### src/rtl/lif_array.sv
// N_CH-channel current-based leaky integrate-and-fire array with a shared threshold and refractory hold.
// Define LIF_ADAPT_EN to add a per-channel adaptive threshold offset that grows on each spike.
module lif_array #(
   parameter int WIDTH         = 8,
   parameter int N_CH          = 4,
   parameter int CUR_SHIFT     = 1,
   parameter int LEAK_SHIFT    = 2,
   parameter int REFRAC_CYCLES = 2,
   parameter int V_RESET       = 0,
   parameter int ADAPT_INC     = 16
) (
   input  logic                   clk,
   input  logic                   rst,
   input  logic                   en,
   input  logic [N_CH*WIDTH-1:0]  cur_in,
   input  logic [WIDTH-1:0]       threshold,
   output logic [N_CH-1:0]        spike,
   output logic [N_CH*WIDTH-1:0]  v_mem,
   output logic [N_CH-1:0]        refrac
);

   localparam int RC_W = (REFRAC_CYCLES > 0) ? $clog2(REFRAC_CYCLES + 1) : 1;
   localparam logic [RC_W-1:0]  RC_LOAD = RC_W'(REFRAC_CYCLES);
   localparam logic [RC_W-1:0]  RC_ONE  = RC_W'(1);
   localparam logic [WIDTH-1:0] V_RST   = WIDTH'(V_RESET);
   localparam logic [WIDTH:0]   A_INC   = (WIDTH + 1)'(ADAPT_INC);

   if (CUR_SHIFT >= WIDTH || LEAK_SHIFT >= WIDTH || ADAPT_INC < 0 || V_RESET < 0) begin : g_bad_params
      $error("lif_array: invalid parameter set");
   end

   // Sums are WIDTH+1 bits; the carry bit means the result overflowed and must clamp.
   function automatic logic [WIDTH-1:0] sat(input logic [WIDTH:0] x);
      return x[WIDTH] ? {WIDTH{1'b1}} : x[WIDTH-1:0];
   endfunction

   for (genvar gi = 0; gi < N_CH; gi++) begin : g_ch
      logic [WIDTH-1:0] i_q, i_d;
      logic [WIDTH-1:0] v_q, v_d;
      logic [RC_W-1:0]  rc_q, rc_d;
      logic             spike_q, spike_d;
      logic [WIDTH:0]   i_sum, v_sum;
      logic [WIDTH-1:0] v_int, thr_eff;
      logic             fire;
`ifdef LIF_ADAPT_EN
      logic [WIDTH-1:0] a_q, a_d;
      logic [WIDTH:0]   thr_sum, a_sum;
`endif

      always_comb begin
         i_sum   = {1'b0, i_q - (i_q >> CUR_SHIFT)} + {1'b0, cur_in[gi*WIDTH +: WIDTH]};
         // V integrates the current held before this step, giving the one-step input lag.
         v_sum   = {1'b0, v_q - (v_q >> LEAK_SHIFT)} + {1'b0, i_q};
         v_int   = sat(v_sum);
`ifdef LIF_ADAPT_EN
         thr_sum = {1'b0, threshold} + {1'b0, a_q};
         a_sum   = {1'b0, a_q} + A_INC;
         thr_eff = sat(thr_sum);
`else
         thr_eff = threshold;
`endif
         fire    = (rc_q == '0) && (v_int >= thr_eff);

         i_d     = i_q;
         v_d     = v_q;
         rc_d    = rc_q;
         spike_d = 1'b0;
`ifdef LIF_ADAPT_EN
         a_d     = a_q;
`endif
         if (en) begin
            i_d = sat(i_sum);
            if (rc_q != '0) begin
               v_d  = V_RST;
               rc_d = rc_q - RC_ONE;
            end else if (fire) begin
               v_d     = V_RST;
               rc_d    = RC_LOAD;
               spike_d = 1'b1;
            end else begin
               v_d = v_int;
            end
`ifdef LIF_ADAPT_EN
            if (fire) begin
               a_d = sat(a_sum);
            end else if (a_q != '0) begin
               a_d = a_q - 1'b1;
            end
`endif
         end
      end

      always_ff @(posedge clk) begin
         if (rst) begin
            i_q     <= '0;
            v_q     <= '0;
            rc_q    <= '0;
            spike_q <= 1'b0;
`ifdef LIF_ADAPT_EN
            a_q     <= '0;
`endif
         end else begin
            i_q     <= i_d;
            v_q     <= v_d;
            rc_q    <= rc_d;
            spike_q <= spike_d;
`ifdef LIF_ADAPT_EN
            a_q     <= a_d;
`endif
         end
      end

      assign spike[gi]                 = spike_q;
      assign v_mem[gi*WIDTH +: WIDTH]  = v_q;
      assign refrac[gi]                = (rc_q != '0);
   end

endmodule

### config.mk
export PLATFORM = sky130hd
export DESIGN_NAME = lif_array
export DESIGN_NICKNAME = d
export VERILOG_FILES = /design/src/rtl/lif_array.sv
export SDC_FILE = /design/constraint.sdc
export NUM_CORES = 1
export LEC_CHECK = 0
export ABC_AREA = 1
export ABC_CLOCK_PERIOD_IN_PS = 7900
export CAP_MARGIN = 0
export CORE_MARGIN = 8
export CORE_UTILIZATION = 33
export CTS_CLUSTER_DIAMETER = 30
export CTS_CLUSTER_SIZE = 12
export DETAILED_ROUTE_END_ITERATION = 8
export DONT_BUFFER_PORTS = 1
export SKIP_CTS_REPAIR_TIMING = 1
export SLEW_MARGIN = 20
export SYNTH_ARGS = -nofsm -noshare
export SYNTH_HDL_FRONTEND = slang
export SYNTH_SLANG_ARGS = --single-unit
### constraint.sdc
create_clock -name clk -period 7.9 [get_ports clk]
set_input_delay 1.185 -clock clk [delete_from_list [all_inputs] [get_ports clk]]
set_output_delay 1.185 -clock clk [all_outputs]
set_load 0.02 [all_outputs]
==> flow_summary.yaml <==
die:
  fp.dieH_microns: 182
  core-area_sq_um: 27000
  ioPinCount: 83
  die_x_microns: 182
  placementRows: 60
  die-area_sq_um: 33100
  start_util: 0.336
setup_path:
  path_delay_family: "simple AND/OR/NAND/NOR gates"
  crit_path_end_kind: "flop"
  cp_max_fo: 5
  cp_common_cell: "nand2_1"
  crit_required_ns: 8.18
  worstSetupPathType: "reg -> reg"
  crit_slowest_cell: "dfxtp_1"
  cpPeakStageDelay_ns: 0.57
  worst_setup_path_start_kind: "flop"
  crit_arrival_ns: 4.49
  crit_buf_inv: 3
routing:
  drc: 0
  viasPerCell: 4.77
  drtIter0Drc: 359
  vias: 8067
  drt_wl_total_microns: 23200
  drtAntennaViolNets: 0
  dr.pass1.iters: 5
  wl_per_cell_microns: 13.7
clock_network:
  insertion_delay_ns: 0.34
  path_clk_slew_ns: 0.06
  cts_root_buf: "clkbuf_16"
  htreeDepth: 3
  cts_sinks: 76
  clock_path_buffers: 2
  cts_tree: "built"
  cts_buffers: 9
place:
  place_hpwl_microns: 18800
  io_buffer_count: 0
  gp_congestion: 0.832
sta:
  slew_headroom: 0.380
  setup_violations: 0
  worstMarginPinSlew_ns: 0.928
  finalCritPeriodShare: 0.533
  fin_setup_tns_ns: 0
  rsz0062_at_grt: "no"
  finClkSkew_ns: 0.00656
  fin_hold_ws_ns: 0.484
  hold_viol: 0
  finalCriticalPeriod_ns: 4.21
  timing.fmax_mhz: 237
  finalMaxSlewViolations: 0
grt:
  grt_pass1_vias: 8005
  antenna_found_initial: 0
  grt_pass1_wl_microns: 38900
  grt_max_degree: 46
  grt-ovfl-total: 0
  groute.usage.overall: 0.144
yosys:
  ys_seq_elements: 76
  netlist_instances: 1353
  syn_area_per_cell_sq_um: 6.72
  synth.distinct_cells: 42
  ys_warn_count: 0
  yosysSeqAreaShare: 0.167
  synth_area_sq_um: 9090
  postSynthNetCount: 1568
cells_and_area:
  nets: 1559
  drive_above_1_share: 0.0726
  antenna_cells: 0
  area_growth_pct: 7.56
hold_path:
  hold_class: "reg -> reg"
status:
  outcome: "complete, no violations"
job:
  max_cap_violations: 0
==> registers in the layout (all words and copies together) (netlist names) <==
name,cells
g_ch.spike_q,4
g_ch.rc_q,8
g_ch.v_q,32
g_ch.i_q,32
==> cell families (layout without fill, tap and decap cells) <==
kind of cell    Yosys count  count (layout)  share of synthesized area
simple gates            516             516                      0.245
buf+inv                 294             290                      0.125
xor+xnor                 76              76                     0.0732
fa+ha+maj               172             172                      0.250
compound gates          219             219                      0.139
flops                    76              76                      0.167
==> through the flow <==
step,worst slack [ns],std cells,area [sq um],utilization
2_1_floorplan,4.32,1353,9090,-
3_3_place_gp,3.82,1674,9410,0.348
3_5_place_dp,3.71,1674,9410,0.348
4_1_cts,3.69,1690,9780,0.362
5_1_grt,3.31,1690,9780,0.362
6_report,3.69,1690,9780,0.362
==> final timing paths <==
kind / start / to / slack [ns] / cells past startpoint
setup / recovery: g_ch[0].v_q[2] / g_ch[0].v_q[4] / 3.69 / 25
hold / removal: g_ch[3].rc_q[0] / g_ch[3].rc_q[0] / 0.48 / 2
setup reg to reg: g_ch[0].v_q[2] / g_ch[0].v_q[4] / 3.69 / 25
hold reg to reg: g_ch[3].rc_q[0] / g_ch[3].rc_q[0] / 0.48 / 2
==> tightest hold or removal path, stage by stage (launching register included) <==
cell	delay, ns
dfxtp_1	0.33
nor2_1	0.04
nor2_1	0.08
==> routing by layer <==
layer  routed length, microns  track usage
met5                        0            0
met4                      391       0.0430
met3                      966       0.0303
met2                    11200        0.255
met1                    10700        0.171
==> cells in the mapped netlist, drive strengths merged <==
master | count | area [sq um]
a211oi | 8 | 95.1
nand4 | 16 | 100
nor3 | 7 | 40.0
fa | 16 | 320
buf | 12 | 77.6
nand3 | 58 | 315
xnor2 | 34 | 298
xor2 | 42 | 368
o21bai | 3 | 22.5
clkinv | 1 | 3.75
nor3b | 1 | 12.5
or2 | 1 | 6.26
ha | 156 | 1950
a21oi | 112 | 598
and3 | 1 | 6.26
inv | 272 | 1020
o311ai | 1 | 8.76
dfxtp | 76 | 1520
a31oi | 15 | 93.8
o21ai | 63 | 319
o211ai | 3 | 22.5
a21o | 8 | 60.1
nor2 | 145 | 587
nand2 | 287 | 1160
o21a | 6 | 45.0
clkbuf | 9 | 33.8
==> layout by cell type, fill, tap and decap left out, types with 2 or more instances in the layout <==
cell type,Yosys,routed
dfxtp_1,76,76
o21bai_1,3,3
a211oi_1,4,4
o21a_1,6,6
o211ai_1,3,3
a31oi_1,15,15
nor2_1,132,132
a21oi_1,102,102
a211oi_4,2,2
ha_1,156,156
clkbuf_16,0,9
xor2_1,42,42
bufinv_16,0,4
inv_1,241,241
a211oi_2,2,2
a21oi_2,10,10
nand2_8,2,2
nand3_2,5,5
a21o_1,8,8
inv_2,31,31
nor3_1,6,6
xnor2_1,34,34
o21ai_1,15,15
nand2_1,272,272
nand4_1,16,16
nand3_1,53,53
fa_1,16,16
o21ai_0,47,47
nand2_2,9,9
nor2_2,11,11
nor2_4,2,2
nand2_4,4,4
clkinv_2,0,2
==> final cells by class <==
cell class	instances	area, sq um
clock buffer	9	225
clock inverter	7	139
fill	2886	17200
inverter	273	1020
multi-input combinational	983	6430
sequential	76	1520
tap	341	427
timing repair buffer	1	7.51
Power is left out: the tool's default activity adds up to more than one toggle a clock period on the data nets, which glitch-free logic cannot reach.
